File: src/rtl/led_frame_sequencer_pkg.sv
// led_pkg: shared types and default sizing for the LED frame sequencer.
// Holds the FSM state enum, default frame geometry and the GRB pixel type.
package led_pkg;

  localparam int unsigned DEF_NUM_LEDS     = 64;
  localparam int unsigned DEF_COL_LEN      = 8;
  localparam int unsigned DEF_LATCH_CYCLES = 2000;

  typedef logic [23:0] pixel_t;

  typedef enum logic [2:0] {
    IDLE,
    FETCH,
    LOAD,
    SEND,
    LATCH
  } state_t;

endpackage

File: src/rtl/led_frame_sequencer_if.sv
// Pixel stream from the sequencer to the bit serializer.
// master: drives ser_data/ser_valid, samples ser_ready; slave is the mirror.
interface led_frame_sequencer_if;
  import led_pkg::*;

  pixel_t ser_data;
  logic   ser_valid;
  logic   ser_ready;

  modport master (
    output ser_data,
    output ser_valid,
    input  ser_ready
  );

  modport slave (
    input  ser_data,
    input  ser_valid,
    output ser_ready
  );

endinterface

File: src/rtl/led_frame_sequencer_addr_gen.sv
// led_addr_gen: maps the pixel index to a frame-buffer address.
// Ports: index (in), pix_addr (out), purely combinational.
// Build macro LED_SERPENTINE_EN selects the zig-zag column layout.
module led_addr_gen
  import led_pkg::*;
#(
  parameter int unsigned NUM_LEDS = DEF_NUM_LEDS,
  parameter int unsigned COL_LEN  = DEF_COL_LEN
) (
  input  logic [$clog2(NUM_LEDS)-1:0] index,
  output logic [$clog2(NUM_LEDS)-1:0] pix_addr
);

  localparam int unsigned AW = $clog2(NUM_LEDS);

`ifdef LED_SERPENTINE_EN
  logic [31:0] ix;
  logic [31:0] col;
  logic [31:0] pos;
  logic [31:0] addr;

  // Odd columns run bottom-up, so the in-column offset is mirrored.
  always_comb begin
    ix   = 32'(index);
    col  = ix / COL_LEN;
    pos  = ix % COL_LEN;
    addr = col * COL_LEN;
    if (col[0]) begin
      addr = addr + (COL_LEN - 1 - pos);
    end else begin
      addr = addr + pos;
    end
    pix_addr = AW'(addr);
  end
`else
  assign pix_addr = index;
`endif

endmodule

File: src/rtl/led_frame_sequencer.sv
// led_frame_sequencer: fetches a frame of GRB pixels and streams them out,
// then holds the line low for the latch interval.
// Ports: clk, reset (sync, active-high), start, busy, frame_done,
//   pix_addr/pix_data (buffer read, 1-cycle latency), ser (stream master).
// Optional macro LED_SERPENTINE_EN: zig-zag address mapping in led_addr_gen.
module led_frame_sequencer
  import led_pkg::*;
#(
  parameter int unsigned NUM_LEDS     = DEF_NUM_LEDS,
  parameter int unsigned COL_LEN      = DEF_COL_LEN,
  parameter int unsigned LATCH_CYCLES = DEF_LATCH_CYCLES
) (
  input  logic                        clk,
  input  logic                        reset,
  input  logic                        start,
  output logic                        busy,
  output logic                        frame_done,
  output logic [$clog2(NUM_LEDS)-1:0] pix_addr,
  input  pixel_t                      pix_data,
  led_frame_sequencer_if.master       ser
);

  localparam int unsigned AW = $clog2(NUM_LEDS);
  localparam int unsigned LW = $clog2(LATCH_CYCLES + 1);

  localparam logic [AW-1:0] IDX_LAST = AW'(NUM_LEDS - 1);
  localparam logic [LW-1:0] LAT_LAST = LW'(LATCH_CYCLES - 1);

  state_t          state;
  logic [AW-1:0]   idx;
  logic [LW-1:0]   lcnt;
  logic [LW-1:0]   lcnt_inc;
  logic            pend;
  pixel_t          data_q;
  logic            done_q;
  logic            lat_end;

  led_addr_gen #(
    .NUM_LEDS (NUM_LEDS),
    .COL_LEN  (COL_LEN)
  ) u_addr (
    .index    (idx),
    .pix_addr (pix_addr)
  );

  assign lcnt_inc      = lcnt + LW'(1);
  assign lat_end       = (state == LATCH) && (lcnt == LAT_LAST);
  assign busy          = (state != IDLE);
  assign frame_done    = done_q;
  assign ser.ser_data  = data_q;
  assign ser.ser_valid = (state == SEND);

  always_ff @(posedge clk) begin
    if (reset) begin
      state  <= IDLE;
      idx    <= '0;
      lcnt   <= '0;
      pend   <= 1'b0;
      data_q <= '0;
      done_q <= 1'b0;
    end else begin
      done_q <= 1'b0;
      // One-deep request memory; the latch-exit branch below clears it.
      if (start && state != IDLE) begin
        pend <= 1'b1;
      end
      unique case (state)
        IDLE: begin
          if (start) begin
            idx   <= '0;
            state <= FETCH;
          end
        end
        FETCH: begin
          state <= LOAD;
        end
        LOAD: begin
          data_q <= pix_data;
          state  <= SEND;
        end
        SEND: begin
          if (ser.ser_ready) begin
            if (idx == IDX_LAST) begin
              lcnt   <= '0;
              done_q <= (LATCH_CYCLES == 1);
              state  <= LATCH;
            end else begin
              idx   <= idx + AW'(1);
              state <= FETCH;
            end
          end
        end
        LATCH: begin
          if (lat_end) begin
            // A start on this very cycle restarts just like a pending one.
            if (pend || start) begin
              pend  <= 1'b0;
              idx   <= '0;
              state <= FETCH;
            end else begin
              state <= IDLE;
            end
          end else begin
            lcnt   <= lcnt_inc;
            // Registered pulse lands on the final latch count.
            done_q <= (lcnt_inc == LAT_LAST);
          end
        end
        default: begin
          state <= IDLE;
        end
      endcase
    end
  end

endmodule

File: src/flat_wrapper.sv
// flat-port wrapper written by rule: the top's interface ports become plain ports
module led_frame_sequencer_flat import led_pkg::*;
#(
  parameter int unsigned NUM_LEDS     = DEF_NUM_LEDS,
  parameter int unsigned COL_LEN      = DEF_COL_LEN,
  parameter int unsigned LATCH_CYCLES = DEF_LATCH_CYCLES
)
  (clk, reset, start, busy, frame_done, pix_addr, pix_data, ser_ser_data, ser_ser_valid, ser_ser_ready);
  led_frame_sequencer_if ser_i ();
  input  logic clk;
  input  logic reset;
  input  logic start;
  output logic busy;
  output logic frame_done;
  output logic [$clog2(NUM_LEDS)-1:0] pix_addr;
  input  pixel_t pix_data;
  output wire logic [$bits(ser_i.ser_data)-1:0] ser_ser_data;
  output wire logic [$bits(ser_i.ser_valid)-1:0] ser_ser_valid;
  input wire logic [$bits(ser_i.ser_ready)-1:0] ser_ser_ready;
  assign ser_ser_data = ser_i.ser_data;
  assign ser_ser_valid = ser_i.ser_valid;
  assign ser_i.ser_ready = ser_ser_ready;
  led_frame_sequencer #(.NUM_LEDS(NUM_LEDS), .COL_LEN(COL_LEN), .LATCH_CYCLES(LATCH_CYCLES)) u_core (.clk(clk), .reset(reset), .start(start), .busy(busy), .frame_done(frame_done), .pix_addr(pix_addr), .pix_data(pix_data), .ser(ser_i));
endmodule
File: config.mk
export PLATFORM = sky130hd
export DESIGN_NAME = led_frame_sequencer_flat
export DESIGN_NICKNAME = d
export VERILOG_FILES = /design/src/rtl/led_frame_sequencer_pkg.sv /design/src/rtl/led_frame_sequencer_if.sv /design/src/rtl/led_frame_sequencer_addr_gen.sv /design/src/rtl/led_frame_sequencer.sv /design/src/flat_wrapper.sv
export SDC_FILE = /design/constraint.sdc
export NUM_CORES = 1
export LEC_CHECK = 0
export ABC_AREA = 0
export CAP_MARGIN = 20
export CORE_MARGIN = 1.5
export CORE_UTILIZATION = 30
export CTS_CLUSTER_DIAMETER = 120
export CTS_CLUSTER_SIZE = 24
export DETAILED_ROUTE_END_ITERATION = 6
export PLACE_DENSITY_LB_ADDON = 0.05
export REMOVE_ABC_BUFFERS = 1
export SETUP_SLACK_MARGIN = 0.15
export SLEW_MARGIN = 20
export SYNTH_ARGS = -nofsm -noshare
export SYNTH_HDL_FRONTEND = slang
export SYNTH_SLANG_ARGS = --single-unit
File: constraint.sdc
create_clock -name clk -period 2.6 [get_ports clk]
set_clock_uncertainty 0.2 [all_clocks]
set_input_delay 0.39 -clock clk [delete_from_list [all_inputs] [get_ports clk]]
set_output_delay 0.39 -clock clk [all_outputs]
set_load 0.02 [all_outputs]
======== Word level (Yosys, flattened, before mapping) ========
Index checks and enable logic that the tools add are counted.
operators by class
  add/sub/neg operators ................... 2
  equality and inequality tests ........... 14
  mux-type cells .......................... 20
  bitwise operators ....................... 1
  reduce and logical (&&, ||, !) cells .... 11
operators with widths
  operator                                               count
  two-way mux 11 bit                                     3
  two-way mux 6 bit                                      5
  equality test 11 bit, second input constant            2
  one-hot mux 11 bit (2 select lines)                    1
  one-hot mux 6 bit (3 select lines)                     1
  one-hot mux 3 bit (5 select lines)                     1
  two-way mux 3 bit                                      4
  adder 11 x 1 -> 11 bit, second input constant          1
  inequality test 2 bit, second input constant           4
  adder 6 x 1 -> 6 bit, second input constant            1
  equality test 3 x 2 -> 1 bit, second input constant    2
  equality test 6 bit, second input constant             1
  inequality test 2 x 1 -> 1 bit, second input constant  3
  AND reduction 6 bit                                    1
  nonzero test 3 bit                                     2
  two-way mux 1 bit                                      5
  AND reduction 4 bit                                    1
  equality test 3 x 1 -> 1 bit, second input constant    1
  equality test 3 bit, second input constant             1
  logical NOT 3 bit                                      1
  AND reduction 3 bit                                    1
  OR reduction 3 bit                                     1
  logical AND 1 bit                                      2
  nonzero test 2 bit                                     1
  other kinds (2)                                        2
storage, ports and cells
  register bits after elaboration ......... 46
  output and inout bits ................... 33
  logic and storage cells ................. 54

======== Longest topological paths before layout ========
Gate-level depths: netlist of run 1.
  depth after elaboration ................. 6
  mapped depth ............................ 7
  depth with buffers taken out ............ 6

======== Modules after synthesis ========
From an unflattened synthesis of run 1, not the netlist that was laid out.
unflattened totals
  cells, all modules ...................... 261
  area, all modules ....................... 2,139.6 um^2
by module, submodules not included
  module               times used  cells each  area each (um^2)  seq. area each (um^2)
  led_frame_sequencer  1           255         2,094.5           920.9
  led_addr_gen         1           6           45.0              0.0

======== Worst setup path before layout of run 1 ========
OpenSTA, ideal clock, no wires.
  kind .................................... flip-flop to flip-flop
  from .................................... register u_core.lcnt[1]
  to ...................................... register u_core.idx[5]
  library setup time ...................... 0.070 ns
  arrival time ............................ 1.879 ns
  data required time ...................... 2.330 ns
  setup slack ............................. 0.451 ns
  stages on the path, launching flop included .. 7
  cells stage by stage .................... dfxtp_1 -> ha_1 -> nand4bb_1 -> o31a_4 -> or2_4 -> or3_1 -> a21oi_1
on the way
  word-level cells in the longest chain between the ends .. 4
ends and longest elaborated chain
  what                                      line                        text
  start, declared                           led_frame_sequencer.sv:31   logic [LW-1:0] lcnt;
  start signal, assigned                    led_frame_sequencer.sv:104  lcnt <= lcnt_inc;
  equality test 11 bit                      led_frame_sequencer.sv:47   assign lat_end = (state == LATCH) && (lcnt == LAT_LAST);
  logical AND 1 bit                         led_frame_sequencer.sv:47
  inequality test 2 x 1 -> 1 bit (no line)  --
  AND reduction 6 bit (no line)             --
  end signal, assigned                      led_frame_sequencer.sv:88   idx <= idx + AW'(1);
  end, declared                             led_frame_sequencer.sv:30   logic [AW-1:0] idx;
Every way passes these cells.
A chain may end at the register's enable or synchronous reset.

======== Final worst setup path of run 1 ========
  from .................................... register u_core.state[1]
  to ...................................... output port ser_ser_valid
on the way
  word-level cells in the longest chain between the ends .. 1
ends and longest elaborated chain
  what                          line                       text
  start, declared               led_frame_sequencer.sv:29  state_t state;
  start signal, assigned        led_frame_sequencer.sv:55  state <= IDLE;
  start signal, assigned        led_frame_sequencer.sv:71  state <= FETCH;
  start signal, assigned        led_frame_sequencer.sv:75  state <= LOAD;
  equality test 3 x 2 -> 1 bit  led_frame_sequencer.sv:51  assign ser.ser_valid = (state == SEND);
  end, declared                 flat_wrapper.sv:18         output wire logic [$bits(ser_i.ser_valid)-1:0] ser_ser_valid;
Every way passes these cells.

==> flow_summary.toml, run 1 <==
[run_status]
outcome = "finished clean"

[synth]
ys.flop_type = "dfxtp_1"
synth_largest_area_cell = "dfxtp_1"
yosys-top-cells-count = "nand2_1 (61), dfxtp_1 (46), a21oi_1 (38), nor2_1 (13), clkbuf_1 (10)"
synthArstFlopShare_pct = 0
yosys.cell_types.count = 53
yosysTopAreaCellShare_pct = 41.9
avgSynthCellArea_sq_um = 8.26
yosysSeqAreaShare_pct = 41.9
synthesis.instances = 266
synth_area_sq_um = 2200
ys_ff_latch = 46
synth_edf_count = 0
synth.most_common_cell = "nand2_1"
yosysWarnings = 0
yosys-top-cells-area = "dfxtp_1 (42%), nand2_1 (10%), a21oi_1 (8.7%)"

[min_path]
hold_start = "u_core.ser.ser_data[1]"
min_path_type = "reg2reg"

[pwr]
clock_power_share_pct = 19.6
leakagePower_nw = 1.03
swShare_pct = 36.4
vdd_drop_max_uv = 231
power.internal_w = 0.00139
power_w = 0.00218
pwr-share-seq_pct = 41.3
powerDensity_nw_per_um2 = 733
combPwrFrac_pct = 39.1
switchingPower_w = 0.000793

[clocking]
cts_setup_buffers = 0
cts_hold_buf = 0
cts_buffer_depth = 2
cts_resized = 0
clk_latency_ps = 300
path_clk_slew_ps = 90
clockRootBuffer = "clkbuf_8"
htree_num_levels = 2
clock-sinks = 46
cts_buffers = 5
cts_tree = "done"

[timing]
fmax_mhz = 429
period_share_pct = 89.6
final.setup.tns_ps = 0
rsz0062_at_grt = "no"
finalSetupViolations = 0
tightest_slew_ps = 457
hold_viol_final = 0
slew_headroom_pct = 69.5
period_minus_slack_ps = 2330
slew_violations = 0

[floorplanning]
dieArea_sq_um = 7840
rows = 31
io-pin-count = 61
fp.coreArea_sq_um = 7180
start_util_pct = 30.6
die_w_microns = 88.6
die_h_microns = 88.6

[global_route]
first_global_vias = 1760
track_usage_pct = 14.3
grt_pass1_wl_mm = 8.71
grt_overflow_total = 0
grt_max_degree = 28
antenna_found_initial = 0

[setup_path]
cp-end-kind = "output port"
required_ps = 2010
startpoint_type = "flop"
r2r-start = "u_core.lcnt[1]"
crit_path_start = "u_core.state[1]"
rrSetupSlack_ps = 280
worst_ep_arrival_time_ps = 1740
crit_path_max_fanout = 9
path_class = "reg2out"

[finish]
fin_cells = 425
diodes = 0
seq_area_sq_um = 922
num-fill-cells = 756
multiInputGateArea_sq_um = 1170
fin_util_pct = 41.4
drive_above_1_share_pct = 9.82
fin_nets = 357
final_area_sq_um = 2970
area_growth_pct = 35.3

[placement]
hpwl_mm = 3.80
io_buffer_count = 60
place_congestion = 0.774
place_area_sq_um = 2890
place_inst = 418

[routing]
drtIter0Drc = 64
drc_errors = 0
wire_per_inst_microns = 12.8
first_pass_iters = 4
drt-vias-per-instance = 4.74
ant_nets = 0
vias = 2014
drt-total-wl_mm = 5.44

[run]
maxCapViolCount = 0
stage by stage:
step / worst slack (ps) / hold WS (ps)
floorplan: 451 / 259
global placement: 201 / 242
detailed placement: 193 / 247
CTS: 158 / 260
global route: 176 / 272
finish: 269 / 255
layout make-up:
cell class | count | area share [%]
clock buffer | 5 | 2.32
clock inverter | 2 | 0.337
inverter | 3 | 0.379
multi-input combinational | 202 | 39.5
sequential | 46 | 31.0
tap | 99 | 4.17
timing repair buffer | 68 | 22.2
metal layers:
layer / vias up / GRT usage, % / wire length [microns]
li1: 1055 / - / -
met1: 900 / 19.8 / 2720
met2: 52 / 21.4 / 2310
met3: 7 / 3.64 / 334
met4: 0 / 5.11 / 76
met5: - / 0 / 0
cells in the final DEF (no fill, tap or decap), types with 2 or more instances in the layout:
cell,synthesis,layout
a211o_1,3,3
a211oi_1,4,4
a21oi_1,38,38
a221o_1,3,3
a31oi_1,5,5
and2_1,2,2
and3_1,5,5
buf_4,0,8
clkbuf_8,2,5
clkdlybuf4s50_1,0,60
clkinv_2,0,2
dfxtp_1,46,45
ha_1,3,2
inv_1,3,3
nand2_1,61,61
nand2b_1,6,6
nand3_1,4,4
nand4_1,3,3
nand4b_1,2,2
nor2_1,13,13
nor2b_1,2,2
nor3_1,7,7
nor3b_1,2,2
o21ai_0,3,3
o2bb2ai_1,2,2
or2_2,3,3
or3_1,3,3
xnor2_1,3,3
critical path: stages, from the launching register on:
cell,delay [ps]
dfxtp_1,480
and3b_2,330
clkdlybuf4s50_1,630
cell families (layout without fill, tap and decap cells):
kind of cell | Yosys count | in the layout | synth area share [%]
AO/OA/AOI/OAI | 70 | 70 | 20.7
XOR/XNOR | 4 | 4 | 1.60
adder cells (fa/ha/maj) | 3 | 3 | 1.71
buffers and inverters | 18 | 78 | 4.73
flip-flops | 46 | 46 | 41.9
multiplexers | 1 | 1 | 0.513
AND/OR/NAND/NOR | 124 | 124 | 28.8
power by group through the flow:
stage,sequential (W),clock (W),combinational [W]
after floorplan,0.00100,0,0.000397
after global placement,0.000915,0,0.000872
after detailed placement,0.000916,0,0.000868
after CTS,0.000899,0.000451,0.000870
after global routing,0.000921,0.000486,0.000946
final,0.000899,0.000428,0.000853
state kept, by name, indices dropped and copies added (netlist names):
| signal | flops |
|---|---|
| u_core.pend | 1 |
| u_core.lcnt | 11 |
| u_core.frame_done | 1 |
| u_core.idx | 6 |
| u_core.state | 3 |
| u_core.ser.ser_data | 24 |
final timing paths:
path	endpoint	depth (start not counted)
max reg2reg	u_core.idx[5]	6
min reg2reg	u_core.ser.ser_data[1]	2
min	u_core.ser.ser_data[1]	2
max	ser_ser_valid	2
No activity file was read; power rests on OpenSTA's default activity.
==> run 2, diff against run 1 <==
--- a/config.mk
+++ b/config.mk
@@ -8,10 +8,11 @@
 export ABC_AREA = 0
 export CAP_MARGIN = 20
 export CORE_MARGIN = 1.5
-export CORE_UTILIZATION = 30
+export CORE_UTILIZATION = 35
 export CTS_CLUSTER_DIAMETER = 120
 export CTS_CLUSTER_SIZE = 24
 export DETAILED_ROUTE_END_ITERATION = 6
+export MAX_ROUTING_LAYER = met4
 export PLACE_DENSITY_LB_ADDON = 0.05
 export REMOVE_ABC_BUFFERS = 1
 export SETUP_SLACK_MARGIN = 0.15
==> run 2 against run 1 <==
Register-to-register slack about the same. Setup slack worse by 12 ps. Critical path type unchanged. First-iteration DRC count down 7.8%. Sequential share of layout area down 0.068 points. Highest routed layer unchanged. Fmax down 0.52%.
==> flow_summary.toml, run 2 (synthesis results as in run 1) <==
[global_route]
use_met1_pct = 20.8
first_global_vias = 1746
track_usage_pct = 16.4
grt_max_degree = 29
grt_pass1_wl_mm = 8.25
grt_util_met2_pct = 24.3
grt-busiest-layer = "met2"
antenna_found_initial = 0
grtUsageMet3_pct = 5.05
grt_overflow_total = 0

[timing]
hold_viol_final = 0
rsz0062_at_grt = "no"
slew_headroom_pct = 67.2
hold_ws_ps = 256
period_share_pct = 90.1
finalSetupViolations = 0
fmax_mhz = 427
tightest_slew_ps = 491
period_minus_slack_ps = 2340
setup_ws_ps = 257
final.setup.tns_ps = 0
slew_violations = 0

[finish]
drive_above_1_share_pct = 9.79
seq_area_sq_um = 921
fin_util_pct = 49.6
final_cell_mix = "nand2_1 (61), clkdlybuf4s50_1 (60), dfxtp_1 (46)"
num-fill-cells = 587
largest_register_ffs = 24
fin_nets = 357
final_common_cell = "nand2_1"
area_growth_pct = 35.4
diodes = 0
multiInputGateArea_sq_um = 1170

[routing]
vias = 2009
ant_nets = 0
drt-vias-per-instance = 5.00
drtIter0Drc = 59
wire_per_inst_microns = 13.1
first_pass_iters = 4
drc_errors = 0
drt-total-wl_mm = 5.25

[pwr]
leakagePower_nw = 1.05
clock_power_share_pct = 23.6
power.internal_w = 0.00149
powerDensity_nw_per_um2 = 772
combPwrFrac_pct = 37.4
vdd_drop_max_uv = 304
switchingPower_w = 0.000803
swShare_pct = 35.0
pwr-share-seq_pct = 39.1

[clocking]
cts_setup_buffers = 0
clockRootBuffer = "clkbuf_8"
path_clk_slew_ps = 90
cts_resized = 1
cts_tree = "done"
cts_buffers = 5
cts_buffer_depth = 2
htree_num_levels = 2
clk_latency_ps = 300
cts_hold_buf = 0
clock-sinks = 46

[setup_path]
max_stage_delay_ps = 630
startpoint_type = "flop"
path_buf_inv = 1
crit_path_max_fanout = 10
worst_ep_arrival_time_ps = 1750
path_class = "reg2out"
critPathTopFamily = "buffers and inverters"
required_ps = 2010
worstPathCellList = "and3b_2 > clkdlybuf4s50_1"
cp-end-kind = "output port"
worst_path_max_delay_cell = "clkdlybuf4s50_1"

[run]
maxCapViolCount = 0

[run_status]
outcome = "finished clean"

[floorplanning]
rows = 28
start_util_pct = 36.7
die_h_microns = 82.2
dieArea_sq_um = 6760
io-pin-count = 61
fp.coreArea_sq_um = 5990
die_w_microns = 82.2

[placement]
io_buffer_count = 60
pre_cts_slack_ps = 176
place_congestion = 0.837
hpwl_mm = 3.62

[min_path]
min_path_type = "reg2reg"
[run 2: cell count changes in the layout (fill, tap and decap cells not counted)]
cell,previous run,this run
dfxtp_1,45,46
inv_6,0,1
bufinv_16,0,1
dfxtp_2,1,0
clkinv_2,2,1
[run 2: worst paths after layout]
check	from	slack, ps	endpoint	cells past startpoint
setup / recovery	u_core.state[0]	260	ser_ser_valid	2
hold / removal	u_core.ser.ser_data[0]	260	u_core.ser.ser_data[0]	2
setup reg to reg	u_core.lcnt[1]	280	u_core.idx[5]	6
hold reg to reg	u_core.ser.ser_data[0]	260	u_core.ser.ser_data[0]	2
[run 2: final cells by class]
type	instances	share of cell area (%)
well taps	75	3.16
multi-input cells	202	39.5
clock buffers	5	2.31
clock inverters	3	1.47
inverters	3	0.379
flip-flops and latches	46	31.0
repair buffers	68	22.2
[run 2: per-stage QoR]
step | area [sq um] | total power [W] | std cells
2_1_floorplan | 2100 | 0.00140 | 251
3_3_place_gp | 2860 | 0.00178 | 394
3_5_place_dp | 2860 | 0.00177 | 394
4_1_cts | 2970 | 0.00233 | 402
5_1_grt | 2970 | 0.00245 | 402
6_report | 2970 | 0.00230 | 402
[run 2: routing by layer]
| metal | up-vias | wire (microns) |
|---|---|---|
| met2 | 59 | 2180 |
| li1 | 1060 | - |
| met5 | - | 0 |
| met3 | 6 | 387 |
| met1 | 884 | 2620 |
| met4 | 0 | 55 |
[run 2: worst reg2reg max path, stage by stage, from the launching register on]
cell and delay (ps):
dfxtp_1 420, ha_2 280, nand4bb_1 200, o31a_4 380, or2_4 280, or3_1 340
a21oi_1 140
[run 2: power groups by stage]
| stage | clock (W) | combinational, W | sequential (W) |
|---|---|---|---|
| 2_1_floorplan | 0 | 0.000397 | 0.00100 |
| 6_report | 0.000541 | 0.000858 | 0.000896 |
| 4_1_cts | 0.000565 | 0.000868 | 0.000897 |
| 5_1_grt | 0.000592 | 0.000941 | 0.000913 |
| 3_3_place_gp | 0 | 0.000862 | 0.000913 |
| 3_5_place_dp | 0 | 0.000859 | 0.000914 |
==> run 3, diff against run 2 <==
--- a/config.mk
+++ b/config.mk
@@ -13,7 +13,6 @@
 export CTS_CLUSTER_SIZE = 24
 export DETAILED_ROUTE_END_ITERATION = 6
 export MAX_ROUTING_LAYER = met4
-export PLACE_DENSITY_LB_ADDON = 0.05
 export REMOVE_ABC_BUFFERS = 1
 export SETUP_SLACK_MARGIN = 0.15
 export SLEW_MARGIN = 20
==> run 3 against run 2 <==
First-iteration DRC count unchanged. Wire length up 2.6%. Combinational power about the same. Flip-flop and latch count unchanged. Final cell count up 0.25%. Hold slack better by 0.55 ps. Fmax down 0.12%. Clock power up 1%. Critical path depth unchanged.
==> flow_summary.toml, run 3 (synthesis results as in run 1) <==
[run_status]
outcome = "finished clean"

[clocking]
cts_buffer_depth = 2
cts_buffers = 5
clock-sinks = 46
cts_tree = "done"
htree_num_levels = 2
clk_latency_ps = 300
cts_setup_buffers = 0
clockRootBuffer = "clkbuf_8"
path_clk_slew_ps = 90

[setup_path]
rrSetupSlack_ps = 310
endpoint = "ser_ser_valid"
reg2reg_depth = 6
r2r-start = "u_core.lcnt[1]"
startpoint_type = "flop"
required_ps = 2010
path_class = "reg2out"
crit_path_max_fanout = 9
cp-end-kind = "output port"
worst_ep_arrival_time_ps = 1760
crit_path_start = "u_core.state[1]"
r2r_end = "u_core.idx[5]"

[timing]
slew_headroom_pct = 69.9
period_share_pct = 90.2
final.setup.tns_ps = 0
rsz0062_at_grt = "yes"
slew_violations = 0
period_minus_slack_ps = 2350
tightest_slew_ps = 449
hold_viol_final = 0
fmax_mhz = 426
finalSetupViolations = 0

[floorplanning]
rows = 28
die_h_microns = 82.2
io-pin-count = 61
die_w_microns = 82.2
fp.coreArea_sq_um = 5990
dieArea_sq_um = 6760
start_util_pct = 36.7

[pwr]
switchingPower_w = 0.000814
swShare_pct = 35.3
power.internal_w = 0.00149
leakagePower_nw = 1.05
pwr-share-seq_pct = 39.2
power_w = 0.00231
clock_power_share_pct = 23.7
powerDensity_nw_per_um2 = 774
combPwrFrac_pct = 37.1
vdd_drop_max_uv = 331

[finish]
area_growth_pct = 35.8
seq_area_sq_um = 922
final_area_sq_um = 2980
final_common_cell = "nand2_1"
fin_nets = 358
final_cell_mix = "nand2_1 (61), clkdlybuf4s50_1 (60), dfxtp_1 (45)"
drive_above_1_share_pct = 10.4
multiInputGateArea_sq_um = 1170
num-fill-cells = 610
largest_register_ffs = 24
diodes = 0

[routing]
vias = 2055
drt-total-wl_mm = 5.39
drc_errors = 0
wire_per_inst_microns = 13.4
drtIter0Drc = 59
first_pass_iters = 4
ant_nets = 0
drt-vias-per-instance = 5.10

[global_route]
grt_max_degree = 25
grt_pass1_wl_mm = 8.47
first_global_vias = 1779
antenna_found_initial = 0
track_usage_pct = 16.9
grt_overflow_total = 0

[placement]
hpwl_mm = 3.84
io_buffer_count = 60
place_area_sq_um = 2870
place_congestion = 0.817

[run]
maxCapViolCount = 0

[min_path]
min_path_type = "reg2reg"
==> run 3: metal layers <==
| layer | GRT usage, % | wire (microns) |
|---|---|---|
| met2 | 24.3 | 2150 |
| met5 | - | 0 |
| met4 | 6.61 | 85 |
| met3 | 5.16 | 423 |
| met1 | 22.1 | 2730 |
==> run 3: power groups by stage <==
stage | logic [W] | clock network [W] | registers [W]
after floorplan | 0.000397 | 0 | 0.00100
after global placement | 0.000860 | 0 | 0.000917
after detailed placement | 0.000859 | 0 | 0.000922
after CTS | 0.000862 | 0.000571 | 0.000905
after global routing | 0.000937 | 0.000597 | 0.000925
final | 0.000856 | 0.000547 | 0.000905
==> run 3: timing repair <==
item                                    in CTS  in global routing
hold buffers                                 0                  0
endpoints found under the setup margin       1                  3
gates resized for setup                      1                  2
==> run 3: critical path, cell delays in order (launching register included) <==
cell             delay (ps)
dfxtp_1                 510
and3b_2                 320
clkdlybuf4s50_1         620
==> run 3: metrics by stage <==
step / util [%] / instances / hold WS [ps] / setup slack (ps)
2_1_floorplan: - / 251 / 259 / 451
3_3_place_gp: 47.8 / 395 / 241 / 208
3_5_place_dp: 47.8 / 395 / 247 / 202
4_1_cts: 49.7 / 403 / 260 / 217
5_1_grt: 49.8 / 403 / 274 / 140
6_report: 49.8 / 403 / 257 / 254
==> run 3: layout make-up <==
cell class	count	area share [%]
inverters	3	0.378
well taps	75	3.15
multi-input cells	202	39.4
clock buffers	5	2.31
repair buffers	69	22.4
flip-flops and latches	46	30.9
clock inverters	3	1.47
==> run 3: how the worst min path moves through the flow <==
stage	from	end	slack, ps	depth (start not counted)
global placement	u_core.ser.ser_data[21]	u_core.ser.ser_data[21]	240	2
detailed placement	u_core.ser.ser_data[21]	u_core.ser.ser_data[21]	250	2
floorplan	reset	u_core.idx[1]	260	1
CTS	u_core.ser.ser_data[21]	u_core.ser.ser_data[21]	260	2
finish	u_core.ser.ser_data[2]	u_core.ser.ser_data[2]	260	2
global route	u_core.ser.ser_data[6]	u_core.ser.ser_data[6]	270	2
